`config.mk`:
```
export PLATFORM = sky130hd
export DESIGN_NAME = mem_wb_stage_flat
export DESIGN_NICKNAME = d
export VERILOG_FILES = /design/src/rtl/mem_wb_stage_pkg.sv /design/src/rtl/mem_wb_stage_if.sv /design/src/rtl/mem_wb_stage_reg.sv /design/src/rtl/mem_wb_stage.sv /design/src/flat_wrapper.sv
export SDC_FILE = /design/constraint.sdc
export NUM_CORES = 1
export LEC_CHECK = 0
export CORE_MARGIN = 5
export CORE_UTILIZATION = 37
export DETAILED_ROUTE_END_ITERATION = 10
export GPL_TIMING_DRIVEN = 0
export MAX_ROUTING_LAYER = met4
export PLACE_DENSITY = 0.81
export SYNTH_ARGS = -nofsm -noshare
export SYNTH_HDL_FRONTEND = slang
export SYNTH_SLANG_ARGS = --single-unit
```
`constraint.sdc`:
```
create_clock -name clk -period 2.1 [get_ports clk]
set_input_delay 0.315 -clock clk [delete_from_list [all_inputs] [get_ports clk]]
set_output_delay 0.315 -clock clk [all_outputs]
set_load 0.01 [all_outputs]
```
`src/rtl/mem_wb_stage_pkg.sv`:
```
// Shared types and defaults for the MEM stage and MEM/WB register.
// FSM state encoding, write-back select encoding, width defaults.
package mem_wb_stage_pkg;

  localparam int DATA_W_DEF     = 16;
  localparam int ADDR_W_DEF     = 16;
  localparam int REG_ADDR_W_DEF = 3;

  localparam logic WB_SEL_MEM = 1'b1;
  localparam logic WB_SEL_ALU = 1'b0;

  typedef enum logic {
    IDLE = 1'b0,
    WAIT = 1'b1
  } state_e;

endpackage

```
`src/rtl/mem_wb_stage_if.sv`:
```
// Data memory req/ready bus between the MEM stage and data memory.
// master: core side (drives Req/We/Addr/Wdata), slave: memory side.
interface mem_wb_stage_if
  import mem_wb_stage_pkg::*;
#(
  parameter int DATA_W = DATA_W_DEF,
  parameter int ADDR_W = ADDR_W_DEF
);

  logic              Dmem_Req;
  logic              Dmem_We;
  logic [ADDR_W-1:0] Dmem_Addr;
  logic [DATA_W-1:0] Dmem_Wdata;
  logic [DATA_W-1:0] Dmem_Rdata;
  logic              Dmem_Ready;

  modport master (
    output Dmem_Req,
    output Dmem_We,
    output Dmem_Addr,
    output Dmem_Wdata,
    input  Dmem_Rdata,
    input  Dmem_Ready
  );

  modport slave (
    input  Dmem_Req,
    input  Dmem_We,
    input  Dmem_Addr,
    input  Dmem_Wdata,
    output Dmem_Rdata,
    output Dmem_Ready
  );

endinterface

```
`src/rtl/mem_wb_stage_reg.sv`:
```
// Plain MEM/WB pipeline register (mem_wb_reg) with load/bubble control.
// i_load=0 writes a bubble; i_mem_ld updates load data; i_fault is a pulse.
module mem_wb_reg
  import mem_wb_stage_pkg::*;
#(
  parameter int DATA_W     = DATA_W_DEF,
  parameter int REG_ADDR_W = REG_ADDR_W_DEF
) (
  input  logic                  clk,
  input  logic                  rst,
  input  logic                  i_load,
  input  logic                  i_we,
  input  logic                  i_sel,
  input  logic                  i_mem_ld,
  input  logic                  i_fault,
  input  logic [DATA_W-1:0]     i_result,
  input  logic [DATA_W-1:0]     i_rdata,
  input  logic [REG_ADDR_W-1:0] i_rd,
  output logic                  o_we,
  output logic                  o_sel,
  output logic                  o_fault,
  output logic [DATA_W-1:0]     o_mem_out,
  output logic [DATA_W-1:0]     o_result,
  output logic [REG_ADDR_W-1:0] o_rd
);

  logic                  r_we;
  logic                  r_sel;
  logic                  r_fault;
  logic [DATA_W-1:0]     r_mem_out;
  logic [DATA_W-1:0]     r_result;
  logic [REG_ADDR_W-1:0] r_rd;

  always_ff @(posedge clk) begin
    if (rst) begin
      r_we      <= 1'b0;
      r_sel     <= WB_SEL_ALU;
      r_fault   <= 1'b0;
      r_mem_out <= '0;
      r_result  <= '0;
      r_rd      <= '0;
    end else begin
      r_we    <= i_load & i_we;
      r_fault <= i_fault;
      if (i_load) begin
        r_sel    <= i_sel;
        r_result <= i_result;
        r_rd     <= i_rd;
      end else begin
        r_sel <= WB_SEL_ALU;
      end
      if (i_mem_ld)
        r_mem_out <= i_rdata;
    end
  end

  assign o_we      = r_we;
  assign o_sel     = r_sel;
  assign o_fault   = r_fault;
  assign o_mem_out = r_mem_out;
  assign o_result  = r_result;
  assign o_rd      = r_rd;

endmodule

```
`src/rtl/mem_wb_stage.sv`:
```
// MEM stage: issues loads/stores over dmem, stalls upstream, feeds MEM/WB.
// Ports: *_MEM from EX/MEM, dmem bus (master), *_WB to write-back, Stall_MEM.
module mem_wb_stage
  import mem_wb_stage_pkg::*;
#(
  parameter int DATA_W         = DATA_W_DEF,
  parameter int ADDR_W         = ADDR_W_DEF,
  parameter int REG_ADDR_W     = REG_ADDR_W_DEF,
  parameter int TIMEOUT_CYCLES = 255
) (
  input  logic                  clk,
  input  logic                  rst,
  input  logic                  Valid_MEM,
  input  logic                  Write_Enable_MEM,
  input  logic                  Write_Back_Sel_MEM,
  input  logic                  Mem_Write_MEM,
  input  logic [DATA_W-1:0]     Result_MEM,
  input  logic [DATA_W-1:0]     Store_Data_MEM,
  input  logic [REG_ADDR_W-1:0] Rd_MEM,
  output logic                  Stall_MEM,
  mem_wb_stage_if.master        dmem,
  output logic                  Write_Enable_WB,
  output logic                  Write_Back_Sel_WB,
  output logic [DATA_W-1:0]     Mem_Out_WB,
  output logic [DATA_W-1:0]     Result_WB,
  output logic [REG_ADDR_W-1:0] Rd_WB,
  output logic                  Mem_Fault_WB
);

  localparam logic [7:0] CNT_LAST = 8'(TIMEOUT_CYCLES - 1);

  state_e     r_state;
  state_e     w_state_nxt;
  logic [7:0] r_cnt;
  logic [7:0] w_cnt_nxt;

  logic w_memop;
  logic w_store;
  logic w_req;
  logic w_stall;
  logic w_load;
  logic w_we;
  logic w_sel;
  logic w_mem_ld;
  logic w_fault;

  assign w_store = Mem_Write_MEM;
  assign w_memop = Valid_MEM & (Mem_Write_MEM | Write_Back_Sel_MEM);

  always_ff @(posedge clk) begin
    if (rst) begin
      r_state <= IDLE;
      r_cnt   <= '0;
    end else begin
      r_state <= w_state_nxt;
      r_cnt   <= w_cnt_nxt;
    end
  end

  // Ready wins over timeout on the last WAIT cycle.
  always_comb begin
    w_state_nxt = r_state;
    w_cnt_nxt   = r_cnt;
    w_req       = 1'b0;
    w_stall     = 1'b0;
    w_load      = 1'b0;
    w_we        = 1'b0;
    w_sel       = WB_SEL_ALU;
    w_mem_ld    = 1'b0;
    w_fault     = 1'b0;
    unique case (r_state)
      IDLE: begin
        if (w_memop) begin
          w_req       = 1'b1;
          w_stall     = 1'b1;
          w_state_nxt = WAIT;
          w_cnt_nxt   = '0;
        end else begin
          w_load = 1'b1;
          w_we   = Valid_MEM & Write_Enable_MEM;
        end
      end
      WAIT: begin
        if (dmem.Dmem_Ready) begin
          w_load      = 1'b1;
          w_we        = Write_Enable_MEM & ~w_store;
          w_sel       = w_store ? WB_SEL_ALU : WB_SEL_MEM;
          w_mem_ld    = ~w_store;
          w_state_nxt = IDLE;
        end else if (r_cnt == CNT_LAST) begin
          w_fault     = 1'b1;
          w_state_nxt = IDLE;
        end else begin
          w_stall   = 1'b1;
          w_cnt_nxt = r_cnt + 8'd1;
        end
      end
    endcase
  end

  assign Stall_MEM       = w_stall & ~rst;
  assign dmem.Dmem_Req   = w_req & ~rst;
  assign dmem.Dmem_We    = w_store;
  assign dmem.Dmem_Addr  = Result_MEM[ADDR_W-1:0];
  assign dmem.Dmem_Wdata = Store_Data_MEM;

  mem_wb_reg #(
    .DATA_W     (DATA_W),
    .REG_ADDR_W (REG_ADDR_W)
  ) u_reg (
    .clk       (clk),
    .rst       (rst),
    .i_load    (w_load),
    .i_we      (w_we),
    .i_sel     (w_sel),
    .i_mem_ld  (w_mem_ld),
    .i_fault   (w_fault),
    .i_result  (Result_MEM),
    .i_rdata   (dmem.Dmem_Rdata),
    .i_rd      (Rd_MEM),
    .o_we      (Write_Enable_WB),
    .o_sel     (Write_Back_Sel_WB),
    .o_fault   (Mem_Fault_WB),
    .o_mem_out (Mem_Out_WB),
    .o_result  (Result_WB),
    .o_rd      (Rd_WB)
  );

endmodule

```
`src/flat_wrapper.sv`:
```
// flat-port wrapper written by rule: the top's interface ports become plain ports
module mem_wb_stage_flat import mem_wb_stage_pkg::*;
#(
  parameter int DATA_W         = DATA_W_DEF,
  parameter int ADDR_W         = ADDR_W_DEF,
  parameter int REG_ADDR_W     = REG_ADDR_W_DEF,
  parameter int TIMEOUT_CYCLES = 255
)
  (clk, rst, Valid_MEM, Write_Enable_MEM, Write_Back_Sel_MEM, Mem_Write_MEM, Result_MEM, Store_Data_MEM, Rd_MEM, Stall_MEM, Write_Enable_WB, Write_Back_Sel_WB, Mem_Out_WB, Result_WB, Rd_WB, Mem_Fault_WB, dmem_Dmem_Req, dmem_Dmem_We, dmem_Dmem_Addr, dmem_Dmem_Wdata, dmem_Dmem_Rdata, dmem_Dmem_Ready);
  mem_wb_stage_if #(.DATA_W(DATA_W), .ADDR_W(ADDR_W)) dmem_i ();
  input  logic clk;
  input  logic rst;
  input  logic Valid_MEM;
  input  logic Write_Enable_MEM;
  input  logic Write_Back_Sel_MEM;
  input  logic Mem_Write_MEM;
  input  logic [DATA_W-1:0] Result_MEM;
  input  logic [DATA_W-1:0] Store_Data_MEM;
  input  logic [REG_ADDR_W-1:0] Rd_MEM;
  output logic Stall_MEM;
  output logic Write_Enable_WB;
  output logic Write_Back_Sel_WB;
  output logic [DATA_W-1:0] Mem_Out_WB;
  output logic [DATA_W-1:0] Result_WB;
  output logic [REG_ADDR_W-1:0] Rd_WB;
  output logic Mem_Fault_WB;
  output wire logic [$bits(dmem_i.Dmem_Req)-1:0] dmem_Dmem_Req;
  output wire logic [$bits(dmem_i.Dmem_We)-1:0] dmem_Dmem_We;
  output wire logic [$bits(dmem_i.Dmem_Addr)-1:0] dmem_Dmem_Addr;
  output wire logic [$bits(dmem_i.Dmem_Wdata)-1:0] dmem_Dmem_Wdata;
  input wire logic [$bits(dmem_i.Dmem_Rdata)-1:0] dmem_Dmem_Rdata;
  input wire logic [$bits(dmem_i.Dmem_Ready)-1:0] dmem_Dmem_Ready;
  assign dmem_Dmem_Req = dmem_i.Dmem_Req;
  assign dmem_Dmem_We = dmem_i.Dmem_We;
  assign dmem_Dmem_Addr = dmem_i.Dmem_Addr;
  assign dmem_Dmem_Wdata = dmem_i.Dmem_Wdata;
  assign dmem_i.Dmem_Rdata = dmem_Dmem_Rdata;
  assign dmem_i.Dmem_Ready = dmem_Dmem_Ready;
  mem_wb_stage #(.DATA_W(DATA_W), .ADDR_W(ADDR_W), .REG_ADDR_W(REG_ADDR_W), .TIMEOUT_CYCLES(TIMEOUT_CYCLES)) u_core (.clk(clk), .rst(rst), .Valid_MEM(Valid_MEM), .Write_Enable_MEM(Write_Enable_MEM), .Write_Back_Sel_MEM(Write_Back_Sel_MEM), .Mem_Write_MEM(Mem_Write_MEM), .Result_MEM(Result_MEM), .Store_Data_MEM(Store_Data_MEM), .Rd_MEM(Rd_MEM), .Stall_MEM(Stall_MEM), .dmem(dmem_i), .Write_Enable_WB(Write_Enable_WB), .Write_Back_Sel_WB(Write_Back_Sel_WB), .Mem_Out_WB(Mem_Out_WB), .Result_WB(Result_WB), .Rd_WB(Rd_WB), .Mem_Fault_WB(Mem_Fault_WB));
endmodule
```
* Yosys cells after proc, flatten, opt, wreduce, memory -nomap -nowiden
Cells that the tools add are included.
Widths: inputs -> output; s select.
** Storage, ports and cells
- Output and inout port bits :: 73
- Word-level logic and storage cells :: 47
- Flip-flop bits (word level) :: 47
** Operators by class
- Equality and inequality tests :: 4
- Mux-type cells :: 19
- Reductions and logical operators :: 3
- Bitwise logic cells :: 12
- Add/sub/neg operators :: 1
** Operators by type and width (count)
- $mux 8 :: 3
- $pmux 8 s2 :: 1
- $mux 1 :: 12
- $add 8x1->8 const B :: 1
- $eq 8x8->1 const B :: 1
- $and 1x1->1 :: 6
- $pmux 1 s2 :: 3
- $not 1->1 :: 5
- $ne 2x2->1 const B :: 2
- $reduce_or 4->1 :: 1
- $reduce_and 3->1 :: 1
- $reduce_or 3->1 :: 1
- $ne 2x1->1 const B :: 1
- $or 1x1->1 :: 1

* Logic depth before layout (Yosys ltp)
- Word-level depth :: 6
- Depth in mapped cells :: 6

* Modules after synthesis
From an unflattened synthesis, not the netlist that was laid out.
** Second synthesis, totals
- Cells, all modules :: 223
- Area, all modules :: 2150.8 µm²
** By module, submodules not included
- mem_wb_reg :: times used 1, seq. area each 760.7 µm², area each 1338.8 µm², cells an instance 119
- mem_wb_stage :: times used 1, seq. area each 180.2 µm², area each 812.0 µm², cells an instance 104

* Worst setup path before layout
Ideal clock, no wire load.
- Path type :: reg-to-output
- From :: register u_core.r_state
- To :: output port Stall_MEM
- Arrival :: 1.326 ns
- Cell stages (with the launch flop) :: 6
- Slack :: 0.459 ns
- Data required time :: 1.785 ns
- Buffers on the path :: 2
- Path through :: dfxtp_1 > nand2b_1 > or2_2 > buf_2 > buf_1 > a21oi_1
** On the way
- Longest elaborated chain between the ends :: 3
** RTL lines
- start: declaration :: line mem_wb_stage.sv:32 : state_e r_state;
- start signal: assignment :: line mem_wb_stage.sv:55 : r_state <= w_state_nxt;
- $not 1->1 :: line mem_wb_stage.sv:71 : unique case (r_state)
- $pmux 1 s2 * :: line mem_wb_stage.sv:71
- $and 1x1->1 * :: line mem_wb_stage.sv:101 : assign Stall_MEM = w_stall & ~rst;
- end: declaration :: line flat_wrapper.sv:20 : output logic Stall_MEM;
Every way passes the cells marked *; elsewhere a longest branch is shown, timed or not.

* Worst setup path after layout
- From :: register u_core.r_cnt[0]
- To :: output port Stall_MEM
** On the way
- Longest elaborated chain between the ends :: 5
** RTL lines
- start: declaration :: line mem_wb_stage.sv:34 : logic [7:0] r_cnt;
- start signal: assignment :: line mem_wb_stage.sv:56 : r_cnt <= w_cnt_nxt;
- $eq 8x8->1 :: line mem_wb_stage.sv:90 : end else if (r_cnt == CNT_LAST) begin
- $mux 1 :: line mem_wb_stage.sv:90
- $mux 1 :: line mem_wb_stage.sv:84 : if (dmem.Dmem_Ready) begin
- $pmux 1 s2 :: line mem_wb_stage.sv:71
- $and 1x1->1 :: line mem_wb_stage.sv:101
Every way passes these cells.

==> results.md <==
- The flow ran to the end, and the final reports show no timing, DRC or antenna violations.
- The later-pin clock latency in the skew report is 300 ps.
- When the netlist entered floorplanning its net count stood at 321.
- The worst path in the final design needs a cycle of 1960 ps, including I/O delays and setup.
- The share of layout cells above drive strength 1 is 14.4%.
- Row generation in the floorplan step produced 27 rows.
- The number of hold violations in the final report is 0.
- The count of nets left with antenna violations once routing finished came out at 0.
- The final standard cell utilization of the core is 62.4%.
- In this run, the number of DRC markers left after iteration 0 of detailed routing was 111.
- In this run the standard cell core region covers 5540 um^2.
- The count of final max-slew check failures is 0.
- The top cell type by area accounts for 44.4% of the synthesized area.
- The clock tree root driver cell is sky130_fd_sc_hd__clkbuf_8.
- The fraction of registers with async set or reset after synthesis is 0%.
- The initial utilization of the core area, before any placement, comes to 38.3%.
- By area the synthesized netlist is led by sky130_fd_sc_hd__dfxtp_1, sky130_fd_sc_hd__buf_4, sky130_fd_sc_hd__nand2_1.
- In the layout the commonest cells are sky130_fd_sc_hd__clkdlybuf4s50_1, sky130_fd_sc_hd__nand2_1, sky130_fd_sc_hd__dfxtp_1, sky130_fd_sc_hd__a21oi_1, sky130_fd_sc_hd__buf_4.
- The iteration count of the initial detailed-routing pass is 4.
- The end of the worst register-to-register path is u_core.u_reg.o_mem_out[3].
- The master of the slowest instance on the critical path is sky130_fd_sc_hd__dfxtp_2.
- The worst-margin pin slew is 492 ps.
- The final critical path takes up 93.5% of the cycle.
- After synthesis, the mean cell area works out to 8.12 um^2.
- Setup repair after global routing left no endpoint under its margin.
- The initial antenna violation count is 0.
- Setup violations remaining at the end of the flow were counted as 0.
- The leakage power summed over all cells is 0.00132 uW.
- The total number of H-tree levels is 2.
- The final net count is 441.
- The number of sinks driven by the clock tree is 47.
- Counting cells, the worst reg-to-reg path comes to 5.
- Static timing analysis puts the maximum clock frequency at 509 MHz.
- The via count of the first global-routing pass is 2157.
- The worst-case clock skew is 7.35 ps.
- The Yosys warning count is 0.
- The filler cells instantiated in the layout total 501.
- The nature of the critical path endpoint is a primary output.
- After synthesis, flip-flops and latches occupy 44.4% of the total area.
- The tool flagged a number of max-cap violations equal to 0.
- For this run, design rule violations remaining after detail routing come to 0.
- The path class of the tightest hold or removal check is flip-flop to flip-flop.
- The number of buffers on the longest clock path is 2.
- The repair_antennas step left the layout with diodes totalling 0.
- The max-slew headroom at the worst pin is 67.2%.
- The die is 85.7 um wide.
- The first-pass GRT wire length is 9.76 mm.
- The endpoint with the worst hold slack is u_core.u_reg.o_mem_out[10].
- Across all register-to-register paths, the minimum setup slack is 480 ps.
- The launch point of the worst reg-to-reg path is u_core.r_state.
- The critical setup path kind is flip-flop to primary output.
- The full die area is 7340 um^2.
- The signed area change from the synthesized netlist to the final layout is 63.0%.
- Summing over every cut layer, the via total after detailed routing is 2170.
- Global routing finished with a remaining overflow of 0.
- The synthesized design contains 47 register bits.
- The total of buffers placed on input and output ports is 114.
- Summed over all layers, the routed wires come to 6.17 mm.
- The top flip-flop cell by instance count after synthesis is sky130_fd_sc_hd__dfxtp_1.
- The startpoint identified for the worst hold timing path is u_core.u_reg.o_mem_out[10].
- The netlist uses 34 different library cells.
- The maximum vdd drop is 0.301 mV.
- Hold is met by 456 ps.
- The highest net fanout along the worst path is 10.
- The total routing usage reported by global routing is 17.0%.
- The synthesized netlist occupies a cell area of 2120 um^2.
- The critical path goes through inv_1, ha_1, a41o_1, buf_6, a21oi_2, buf_2.
- The count of cells along the worst hold path is 2.
- The data arrival time of the critical path is 1650 ps.
- For the worst setup path, the data required time is 1780 ps.
- The largest single stage delay on the critical path is 400 ps.
- The TritonCTS clock tree is built.
- Synthesis handed over a netlist of 261 instances.
- Detailed placement ended at an HPWL of 4.79 mm.
- In this run, synthesis inferred 0 flip-flops with an integrated enable.
- The TritonCTS buffer count is 5.
- Dividing the detail-routed wire length by the instance count gives 13.6 um.
- In this run the vertical extent of the chip is 85.7 um.
- The library cell used most frequently in the layout, excluding fill and tap cells, is sky130_fd_sc_hd__clkdlybuf4s50_1.
- Using the TritonRoute via totals, the vias-per-cell ratio works out to 4.78.
- The dominant cell type by area after synthesis is sky130_fd_sc_hd__dfxtp_1.
- The critical path launch point type is a flip-flop.
- At the end of routability-driven placement, the weighted congestion stood at 0.933.
- The placed cell count is 447.
- For this design the ratio of total power to cell area is 569 nW/um^2.
- The clock edge transition at the registers on the reported setup and hold paths is 90 ps.
- 131 I/O pins were placed.
- Excluding fillers, the count of instances in the completed layout stands at 454.
- Entering global routing, the biggest net connects 17 pins.
## final cells by class
cell class	instances	area [um^2]	share of cell area [%]
Timing Repair Buffer	116	1150	33.3
Sequential cell	47	942	27.3
Multi-Input combinational cell	159	835	24.2
Buffer	49	328	9.49
Tap cell	72	90.1	2.61
Clock buffer	6	82.6	2.39
Clock inverter	2	16.3	0.471
Inverter	3	11.3	0.326
## registers in the layout (all words and copies together), names as in the netlist
name and count:
u_core.u_reg.o_rd 3, u_core.r_cnt 8, u_core.u_reg.o_result 16, u_core.u_reg.o_we 1
u_core.u_reg.o_sel 1, u_core.u_reg.o_fault 1, u_core.u_reg.o_mem_out 16, u_core.r_state 1
## power breakdown
group	total [uW]	internal, uW	switching (uW)
clock	579	269	310
sequential	947	928	19.6
combinational	440	261	179
total	1970	1460	509
## logic make-up (layout without fill, tap and decap cells)
family / after synthesis / after routing / share of synthesized area [%]
AO/OA/AOI/OAI: 49 / 49 / 13.2
adder cells (fa/ha/maj): 2 / 2 / 1.18
buffers and inverters: 55 / 176 / 16.5
flip-flops: 47 / 47 / 44.4
AND/OR/NAND/NOR: 108 / 108 / 24.7
## worst max-delay path, delay by kind of cell (launching register included)
family          cells  cell delay (ps)
fa+ha+maj           1              220
buf+inv             3              360
flops               1              400
compound gates      2              370
## worst max path at each step
stage,from,end,slack (ps),cells past startpoint
2_1_floorplan,u_core.r_state,Stall_MEM,460,5
3_5_place_dp,Mem_Write_MEM,Stall_MEM,-670,7
6_report,u_core.r_cnt[0],Stall_MEM,140,6
4_1_cts,dmem_Dmem_Ready,Stall_MEM,20,7
3_3_place_gp,Mem_Write_MEM,Stall_MEM,-610,7
5_1_grt,u_core.r_cnt[0],Stall_MEM,30,6
## cells in the mapped netlist (3+ instances only)
library cell,number
sky130_fd_sc_hd__inv_1,3
sky130_fd_sc_hd__clkbuf_1,12
sky130_fd_sc_hd__a21oi_1,39
sky130_fd_sc_hd__nand4b_1,6
sky130_fd_sc_hd__buf_4,33
sky130_fd_sc_hd__nand4_1,4
sky130_fd_sc_hd__nand2b_1,3
sky130_fd_sc_hd__dfxtp_1,47
sky130_fd_sc_hd__nor2_1,4
sky130_fd_sc_hd__nand3_1,24
sky130_fd_sc_hd__nand2_1,54
sky130_fd_sc_hd__buf_2,4
## stage by stage
stage | setup WS, ps | setup TNS, ps | total power (uW) | instance area, um^2
detailed placement | -671 | -1310 | 1410 | 3350
global route | 25.7 | 0 | 2060 | 3450
global placement | -609 | -1160 | 1400 | 3350
finish | 137 | 0 | 1970 | 3450
floorplan | 459 | 0 | 1150 | 2120
CTS | 15.6 | 0 | 1990 | 3450
## repair_timing
action                     in CTS  in global routing
pin swaps                       1                  0
setup endpoints to repair       2                  1
buffers inserted                2                  0
gates cloned                    0                  0
gates resized for setup         9                  3
hold buffers                    0                  0
## metal layers
metal,share of wire [%],GRT usage (%)
met4,0.81,4.17
met1,41,18.2
met2,48,29.6
met5,0,-
met3,9.9,6.34
Power figures use the tool's default switching activity.
